`src/rtl/pipe_skid_reg.sv`:
```
// -----------------------------------------------------------------------------
// pipe_skid_reg
//
// Parametrised pipeline-stage register with a valid/ready handshake, one skid
// slot per stage and a synchronous flush. DEPTH stages are chained; stage k's
// output feeds stage k+1's input, and in_data reaches out_data DEPTH cycles
// after it is accepted when out_ready is held high.
//
// Handshake: a word moves across any valid/ready pair exactly when both valid
// and ready are high at a rising clk edge. valid never waits on ready, and every
// ready in this block comes from registered stage state only, so there is no
// combinational path from out_ready to in_ready.
//
// Each stage holds a main register M (always the word presented downstream)
// and a skid register S that catches the one word which arrives in the cycle
// the downstream side stalls. The per-stage state is EMPTY / BUSY / FULL.
//
// Parameters
//   WIDTH  payload bits per transfer (>=1)
//   DEPTH  number of chained stages (>=1)
//   CNTW   width of the statistics counters
//
// Ports
//   clk         clock, all state updates on posedge
//   rst         synchronous active-high reset; dominates flush and handshakes
//   flush       synchronous clear of all stages; input taken this cycle is dropped
//   in_valid    upstream payload valid
//   in_ready    stage 0 can accept (not FULL)
//   in_data     upstream payload
//   out_valid   last stage holds a valid payload
//   out_ready   downstream accepts
//   out_data    last-stage payload; reads '0 while out_valid is low
//   stat_xfer   saturating count of out_valid & out_ready cycles
//   stat_stall  saturating count of out_valid & ~out_ready cycles
//   stat_flush  saturating count of flush cycles
//
// Build option
//   PIPE_SKID_STAT_EN  when defined, the three stat_* counters are built
//                      (cleared only by rst). When undefined the stat_* ports
//                      are tied to '0 and no counter flops exist.
// -----------------------------------------------------------------------------
module pipe_skid_reg #(
  parameter int WIDTH = 64,
  parameter int DEPTH = 1,
  parameter int CNTW  = 32
) (
  input  logic             clk,
  input  logic             rst,
  input  logic             flush,
  input  logic             in_valid,
  output logic             in_ready,
  input  logic [WIDTH-1:0] in_data,
  output logic             out_valid,
  input  logic             out_ready,
  output logic [WIDTH-1:0] out_data,
  output logic [CNTW-1:0]  stat_xfer,
  output logic [CNTW-1:0]  stat_stall,
  output logic [CNTW-1:0]  stat_flush
);

  // EMPTY must encode as zero: reset and flush clear the whole state vector.
  localparam logic [1:0] ST_EMPTY = 2'd0;
  localparam logic [1:0] ST_BUSY  = 2'd1;
  localparam logic [1:0] ST_FULL  = 2'd2;

  logic [DEPTH-1:0][1:0]       state_q, state_d;
  logic [DEPTH-1:0][WIDTH-1:0] m_q, m_d;
  logic [DEPTH-1:0][WIDTH-1:0] s_q, s_d;

  // Per-stage registered outputs.
  logic [DEPTH-1:0] stg_valid;
  logic [DEPTH-1:0] stg_ready;

  // Chains linking neighbouring stages. Index k of vld_chain/dat_chain is the
  // input side of stage k; index k+1 of rdy_chain is the ready seen by stage k.
  logic [DEPTH:0]            vld_chain;
  logic [DEPTH:0]            rdy_chain;
  logic [DEPTH:0][WIDTH-1:0] dat_chain;

  assign vld_chain = {stg_valid, in_valid};
  assign rdy_chain = {out_ready, stg_ready};
  assign dat_chain = {m_q, in_data};

  // ---------------------------------------------------------------------------
  // State register
  // ---------------------------------------------------------------------------
  always_ff @(posedge clk) begin
    if (rst) begin
      state_q <= '0;
      m_q     <= '0;
      s_q     <= '0;
    end else begin
      state_q <= state_d;
      m_q     <= m_d;
      s_q     <= s_d;
    end
  end

  // ---------------------------------------------------------------------------
  // Next-state logic
  // ---------------------------------------------------------------------------
  always_comb begin
    state_d = state_q;
    m_d     = m_q;
    s_d     = s_q;
    for (int k = 0; k < DEPTH; k++) begin
      case (state_q[k])
        ST_EMPTY: begin
          if (vld_chain[k]) begin
            state_d[k] = ST_BUSY;
            m_d[k]     = dat_chain[k];
          end
        end
        ST_BUSY: begin
          case ({vld_chain[k], rdy_chain[k+1]})
            2'b11: m_d[k] = dat_chain[k];
            2'b10: begin
              // Downstream stalled while a new word arrived: park it in S.
              state_d[k] = ST_FULL;
              s_d[k]     = dat_chain[k];
            end
            2'b01: begin
              // Drained: clear M so a bubble always reads as zero.
              state_d[k] = ST_EMPTY;
              m_d[k]     = '0;
            end
            default: ;
          endcase
        end
        ST_FULL: begin
          // Upstream is held off (ready low); only the downstream side moves.
          if (rdy_chain[k+1]) begin
            state_d[k] = ST_BUSY;
            m_d[k]     = s_q[k];
          end
        end
        default: begin
          // Unused encoding: recover to a clean empty stage.
          state_d[k] = ST_EMPTY;
          m_d[k]     = '0;
          s_d[k]     = '0;
        end
      endcase
    end
    // Flush discards everything, including a word handshaked this cycle.
    if (flush) begin
      state_d = '0;
      m_d     = '0;
      s_d     = '0;
    end
  end

  // ---------------------------------------------------------------------------
  // Output logic (registered state only)
  // ---------------------------------------------------------------------------
  always_comb begin
    for (int k = 0; k < DEPTH; k++) begin
      stg_valid[k] = (state_q[k] != ST_EMPTY);
      stg_ready[k] = (state_q[k] != ST_FULL);
    end
    in_ready  = stg_ready[0];
    out_valid = stg_valid[DEPTH-1];
    out_data  = m_q[DEPTH-1];
  end

  // ---------------------------------------------------------------------------
  // Statistics
  // ---------------------------------------------------------------------------
`ifdef PIPE_SKID_STAT_EN
  localparam logic [CNTW-1:0] CNT_MAX = {CNTW{1'b1}};
  localparam logic [CNTW-1:0] CNT_ONE = {{(CNTW-1){1'b0}}, 1'b1};

  logic [CNTW-1:0] xfer_q, xfer_d;
  logic [CNTW-1:0] stall_q, stall_d;
  logic [CNTW-1:0] flushc_q, flushc_d;

  always_comb begin
    xfer_d   = xfer_q;
    stall_d  = stall_q;
    flushc_d = flushc_q;
    // An output handshake during flush still counts as a delivery.
    if (out_valid && out_ready && (xfer_q != CNT_MAX))
      xfer_d = xfer_q + CNT_ONE;
    if (out_valid && !out_ready && (stall_q != CNT_MAX))
      stall_d = stall_q + CNT_ONE;
    if (flush && (flushc_q != CNT_MAX))
      flushc_d = flushc_q + CNT_ONE;
  end

  // Counters survive flush; only rst clears them.
  always_ff @(posedge clk) begin
    if (rst) begin
      xfer_q   <= '0;
      stall_q  <= '0;
      flushc_q <= '0;
    end else begin
      xfer_q   <= xfer_d;
      stall_q  <= stall_d;
      flushc_q <= flushc_d;
    end
  end

  assign stat_xfer  = xfer_q;
  assign stat_stall = stall_q;
  assign stat_flush = flushc_q;
`else
  assign stat_xfer  = '0;
  assign stat_stall = '0;
  assign stat_flush = '0;
`endif

endmodule

```
`config.mk`:
```
export PLATFORM = sky130hd
export DESIGN_NAME = pipe_skid_reg
export DESIGN_NICKNAME = d
export VERILOG_FILES = /design/src/rtl/pipe_skid_reg.sv
export SDC_FILE = /design/constraint.sdc
export NUM_CORES = 1
export LEC_CHECK = 0
export ABC_AREA = 1
export CAP_MARGIN = 20
export CORE_UTILIZATION = 25
export CTS_BUF_LIST = sky130_fd_sc_hd__clkbuf_8
export DETAILED_ROUTE_END_ITERATION = 8
export SLEW_MARGIN = 40
export SYNTH_ARGS = -nofsm -noshare
export SYNTH_HDL_FRONTEND = slang
export SYNTH_SLANG_ARGS = --single-unit
```
`constraint.sdc`:
```
create_clock -name clk -period 1.8 [get_ports clk]
set_input_delay 0.27 -clock clk [delete_from_list [all_inputs] [get_ports clk]]
set_output_delay 0.27 -clock clk [all_outputs]
set_load 0.005 [all_outputs]
```
## Word level (Yosys, flattened, before mapping)

Index checks and enable logic that the tools add are counted.

| cells by class | value |
|---|---|
| reduce and logical (&&, ||, !) cells | 7 |
| equal/unequal tests | 11 |
| multiplexer cells | 10 |
| bitwise gates (word level) | 1 |

Operators by type and width:

| operator | number |
|---|---|
| $pmux W64 S2 | 2 |
| $mux W64 | 3 |
| $pmux W64 S3 | 1 |
| $ne A2 B2 Y1 const B | 4 |
| $eq A2 B2 Y1 const B | 3 |
| $pmux W2 S3 | 1 |
| $reduce_and A3 Y1 | 2 |
| $eq A2 B1 Y1 const B | 2 |
| $mux W2 | 2 |
| $pmux W2 S2 | 1 |
| $reduce_or A2 Y1 | 2 |
| $ne A3 B1 Y1 const B | 1 |
| $ne A3 B2 Y1 const B | 1 |
| $logic_not A2 Y1 | 1 |
| $reduce_and A2 Y1 | 1 |
| $reduce_bool A2 Y1 | 1 |
| $not A1 Y1 | 1 |

| storage, ports and cells | value |
|---|---|
| input port bits | 69 |
| logic and storage cells | 32 |
| register bits | 130 |

## Longest topological paths before layout

| depth | value |
|---|---|
| word-level depth | 4 |
| gate-level depth with buffers | 9 |
| gate-level depth less buffers | 8 |

## Worst setup path after synthesis

No wires, ideal clock.

| timing path | value |
|---|---|
| path kind | input to register |
| from | input in_valid |
| to | register m_q, in the netlist out_data[42] |
| data required time | 1.730 ns |
| path buffers | 1 |
| arrival | 1.352 ns |
| library setup time | 0.070 ns |
| setup slack | 0.378 ns |
| cell stages on the path | 8 |
| cell sequence | inv_1 -> ha_1 -> a21oi_2 -> clkbuf_1 -> nand2_1 -> nand2_1 -> nand2_1 -> a21oi_1 |

| between the ends | value |
|---|---|
| cells in the longest elaborated chain, start to end | 3 |
| elaborated cells between the ends (all ways) | 7 |
| classes of those cells | 4 x eq/ne; 2 x mux; 1 x reduce/logical |

RTL lines:

| element | RTL line | RTL |
|---|---|---|
| from (decl) | 50 | `input logic in_valid,` |
| $eq A2 B1 Y1 / $eq A2 B2 Y1 (equally long branches) | 115 | `case ({vld_chain[k], rdy_chain[k+1]})` |
| $pmux W64 S2 / $ne A3 B1 Y1 (equally long branches) | -- |  |
| $pmux W64 S3 / $reduce_and A3 Y1 (equally long branches) | -- |  |
| to (signal assigned) | 94 | `m_q <= m_d;` |
| to (decl) | 67 | `logic [DEPTH-1:0][WIDTH-1:0] m_q, m_d;` |

Parallel ways exist; a longest one is shown, timed or not.
A chain may end at the register's enable or synchronous reset.

## Final worst setup path

| timing path | value |
|---|---|
| from | register state_q[0] (netlist bit) |
| to | output out_valid |

| between the ends | value |
|---|---|
| cells in the longest elaborated chain, start to end | 1 |

RTL lines:

| element | RTL line | RTL |
|---|---|---|
| from (decl) | 66 | `logic [DEPTH-1:0][1:0] state_q, state_d;` |
| from (signal assigned) | 93 | `state_q <= state_d;` |
| $reduce_bool A2 Y1 | 158 | `stg_valid[k] = (state_q[k] != ST_EMPTY);` |
| to (decl) | 53 | `output logic out_valid,` |

Every way passes these cells.

==> impl_results.md <==
- Maximum number of pins on one net before global-route repair: 53
- Syn Area/Cell: 7.057 sq um
- Dominant register cell in the synthesized netlist: sky130_fd_sc_hd__dfxtp_1
- Power per Cell Area: 782.3 nW/um^2
- Result of the run: completed
- Setup repair after global routing missed its margin: false
- Critical Path Start Type: flop
- Worst setup slack after placement: -0.2488 ns
- Final worst slack: 0.06138 ns
- DRT iter0 DRCs: 408
- DR pass1 iterations: 4
- Total design power: 6508 uW
- Placed cells: 1,330
- Final cell count without fillers: 1,364
- Global Route Usage Sum: 14.27%
- Number of failing setup endpoints in the final timing report: 0
- Num ports: 231
- Summed area of non-filler cells in the final layout: 8318 sq um
- Type of the worst min-delay path: in2reg
- H-tree Lvls: 4
- CTS root buffer: sky130_fd_sc_hd__clkbuf_8
- Antenna diode count: 0
- Average wire length per cell after detail routing: 13.41 microns
- Type of destination of the critical path: output port
- Minimum clock period: 1.739 ns
- Post-synthesis cell type with the largest combined area: sky130_fd_sc_hd__dfxtp_1
- Final weighted congestion of routability-driven global placement: 0.7353
- Number of synthesis warnings: 0
- Most common library cell in the layout ignoring fill and taps: sky130_fd_sc_hd__nand2_1
- Core area: 25,180 sq um
- Clock latency of the later-clocked register in the worst-skew pair: 0.44 ns
- Total of buffers placed on input and output ports: 134
- Die span in y: 162.2 microns
- Crit share post-route: 96.59%
- Clk sinks: 130
- Max-Cap Viols: 0
- TritonCTS clock tree: built
- WP data arrival: 1.47 ns
- Maximum VDD drop: 0.3691 mV
- Die area: 26,300 sq um
- Fraction of registers with async set/reset: 0%
- Static power due to leakage: 0.003276 uW
- Worst clock skew: 0.01017 ns
- Via count normalized by instance count: 4.466
- Final routed DRC violation total: 0
- Sequential element share of the synthesized area: 40.57%
- Final hold violation count: 0
- Fraction of final layout cells with drive strength greater than 1: 7.447%
- Clock transition at the registers of the reported paths: 0.08 ns
- Post-synth design cell area: 6415 sq um
- Effective utilization at floorplan: 25.47%
- Fmax achieved: 0.5752 GHz
- Post-synthesis cell type count: 22
- Overflow left after global routing: 0
- Count of antenna-violating nets left after detailed routing: 0
- Nets: 1,098
- Data required time of the critical path: 1.53 ns
- Via Count: 6,092
- Total cell area at the placement stage: 7886 sq um
- Post-synth EDFFs: 0
- Maximum clock path buffer count: 2
- Ranking of synthesized cells by area: sky130_fd_sc_hd__dfxtp_1, sky130_fd_sc_hd__nand2_1, sky130_fd_sc_hd__buf_4
- Area growth from synthesis to layout: 29.67%
- Routed Wire Length: 18,290 microns
- Die width: 162.2 microns
- Via count of the first global-routing pass: 5,604
- Number of storage elements in the synthesis netlist: 130
- Antenna violations before repair: 0
- First-pass GRT wire length: 29,510 microns
- Final HPWL from detailed placement: 11,420 microns
- Top library cells by usage in the layout, fill and taps aside: sky130_fd_sc_hd__nand2_1, sky130_fd_sc_hd__clkdlybuf4s50_1, sky130_fd_sc_hd__nand3_1, sky130_fd_sc_hd__a21oi_1, sky130_fd_sc_hd__dfxtp_1
- Cell count after synthesis: 909
- Setup tns final: 0 ns
- Site Rows: 58
- Area share of the largest cell type after synthesis: 40.57%
- Fill cell instance count of the final layout: 2,722
- TritonCTS buffer count: 17
- Largest driver fanout on the critical path: 4
- Final slew viol count: 0
- Crit Path Category: reg2out
-- state kept, by name, summed over array words and instances, names as in the netlist --
name      flops
out_data     64
s_q          64
state_q       2
-- worst paths after layout --
kind	from	endpoint	slack (ns)	cells after the start
hold reg to reg	out_data[46]	out_data[46]	0.46	2
setup / recovery	state_q[0]	out_valid	0.06	3
hold / removal	in_data[30]	s_q[30]	0.44	3
setup reg to reg	state_q[1]	s_q[50]	0.28	6
-- layer usage --
| layer | share of wire, % | wire (microns) | track usage (%) | vias up |
|---|---|---|---|---|
| met5 | 0 | 0 | 0 | - |
| met4 | 0.99 | 181 | 4.460 | 0 |
| met3 | 6.5 | 1193 | 3.652 | 18 |
| met2 | 45 | 8317 | 22.32 | 194 |
| met1 | 47 | 8601 | 19.09 | 2847 |
| li1 | - | - | - | 3033 |
-- kinds of logic (layout without fill, tap and decap cells) --
group	after synthesis	count (layout)	share of synthesized area [%]
fa+ha+maj	4	4	0.7802
other cells	1	96	0.05846
flops	130	130	40.57
buf+inv	177	207	16.81
compound gates	195	195	15.31
simple gates	402	402	26.47
-- cell usage after synthesis (2+ instances only) --
library cell / number
sky130_fd_sc_hd__ha_1: 4
sky130_fd_sc_hd__inv_1: 5
sky130_fd_sc_hd__o21ai_0: 64
sky130_fd_sc_hd__buf_4: 103
sky130_fd_sc_hd__nor2_1: 5
sky130_fd_sc_hd__nand3_2: 2
sky130_fd_sc_hd__clkbuf_1: 46
sky130_fd_sc_hd__a21oi_1: 129
sky130_fd_sc_hd__dfxtp_1: 130
sky130_fd_sc_hd__buf_2: 16
sky130_fd_sc_hd__nand3_1: 129
sky130_fd_sc_hd__nand2_1: 262
sky130_fd_sc_hd__buf_1: 5
-- metrics by stage --
step / util (%) / hold WS (ns)
after floorplan: - / 0.4344
after global placement: 31.32 / 0.4519
after detailed placement: 31.32 / 0.4548
after CTS: 33.03 / 0.3971
after global routing: 33.03 / 0.4300
final: 33.03 / 0.4365
-- report_power, final --
| part | switching [uW] | total, uW | internal (uW) |
|---|---|---|---|
| Combinational | 564 | 999 | 436 |
| Sequential | 39.4 | 2980 | 2940 |
| Clock | 1130 | 2530 | 1390 |
-- critical path: stages (launching register included) --
cell and delay [ns]:
sky130_fd_sc_hd__dfxtp_4 0.39, sky130_fd_sc_hd__nor2_1 0.06, sky130_fd_sc_hd__inv_1 0.04, sky130_fd_sc_hd__clkdlybuf4s50_1 0.53
-- cell type report --
type	count	area, sq um	area share (%)
inverter	6	30.03	0.3610
timing repair buffer	173	1770	21.28
clock buffer	19	261.5	3.144
clock inverter	9	117.6	1.414
tap	330	412.9	4.964
multi-input combinational	697	3115	37.45
sequential	130	2610	31.38
-- what timing repair did --
action,CTS,global route
hold endpoints to repair,0,0
gates resized for setup,5,0
hold buffers,0,0
buffers inserted,6,0
endpoints found under the setup margin,2,0
Power figures use the tool's default switching activity.
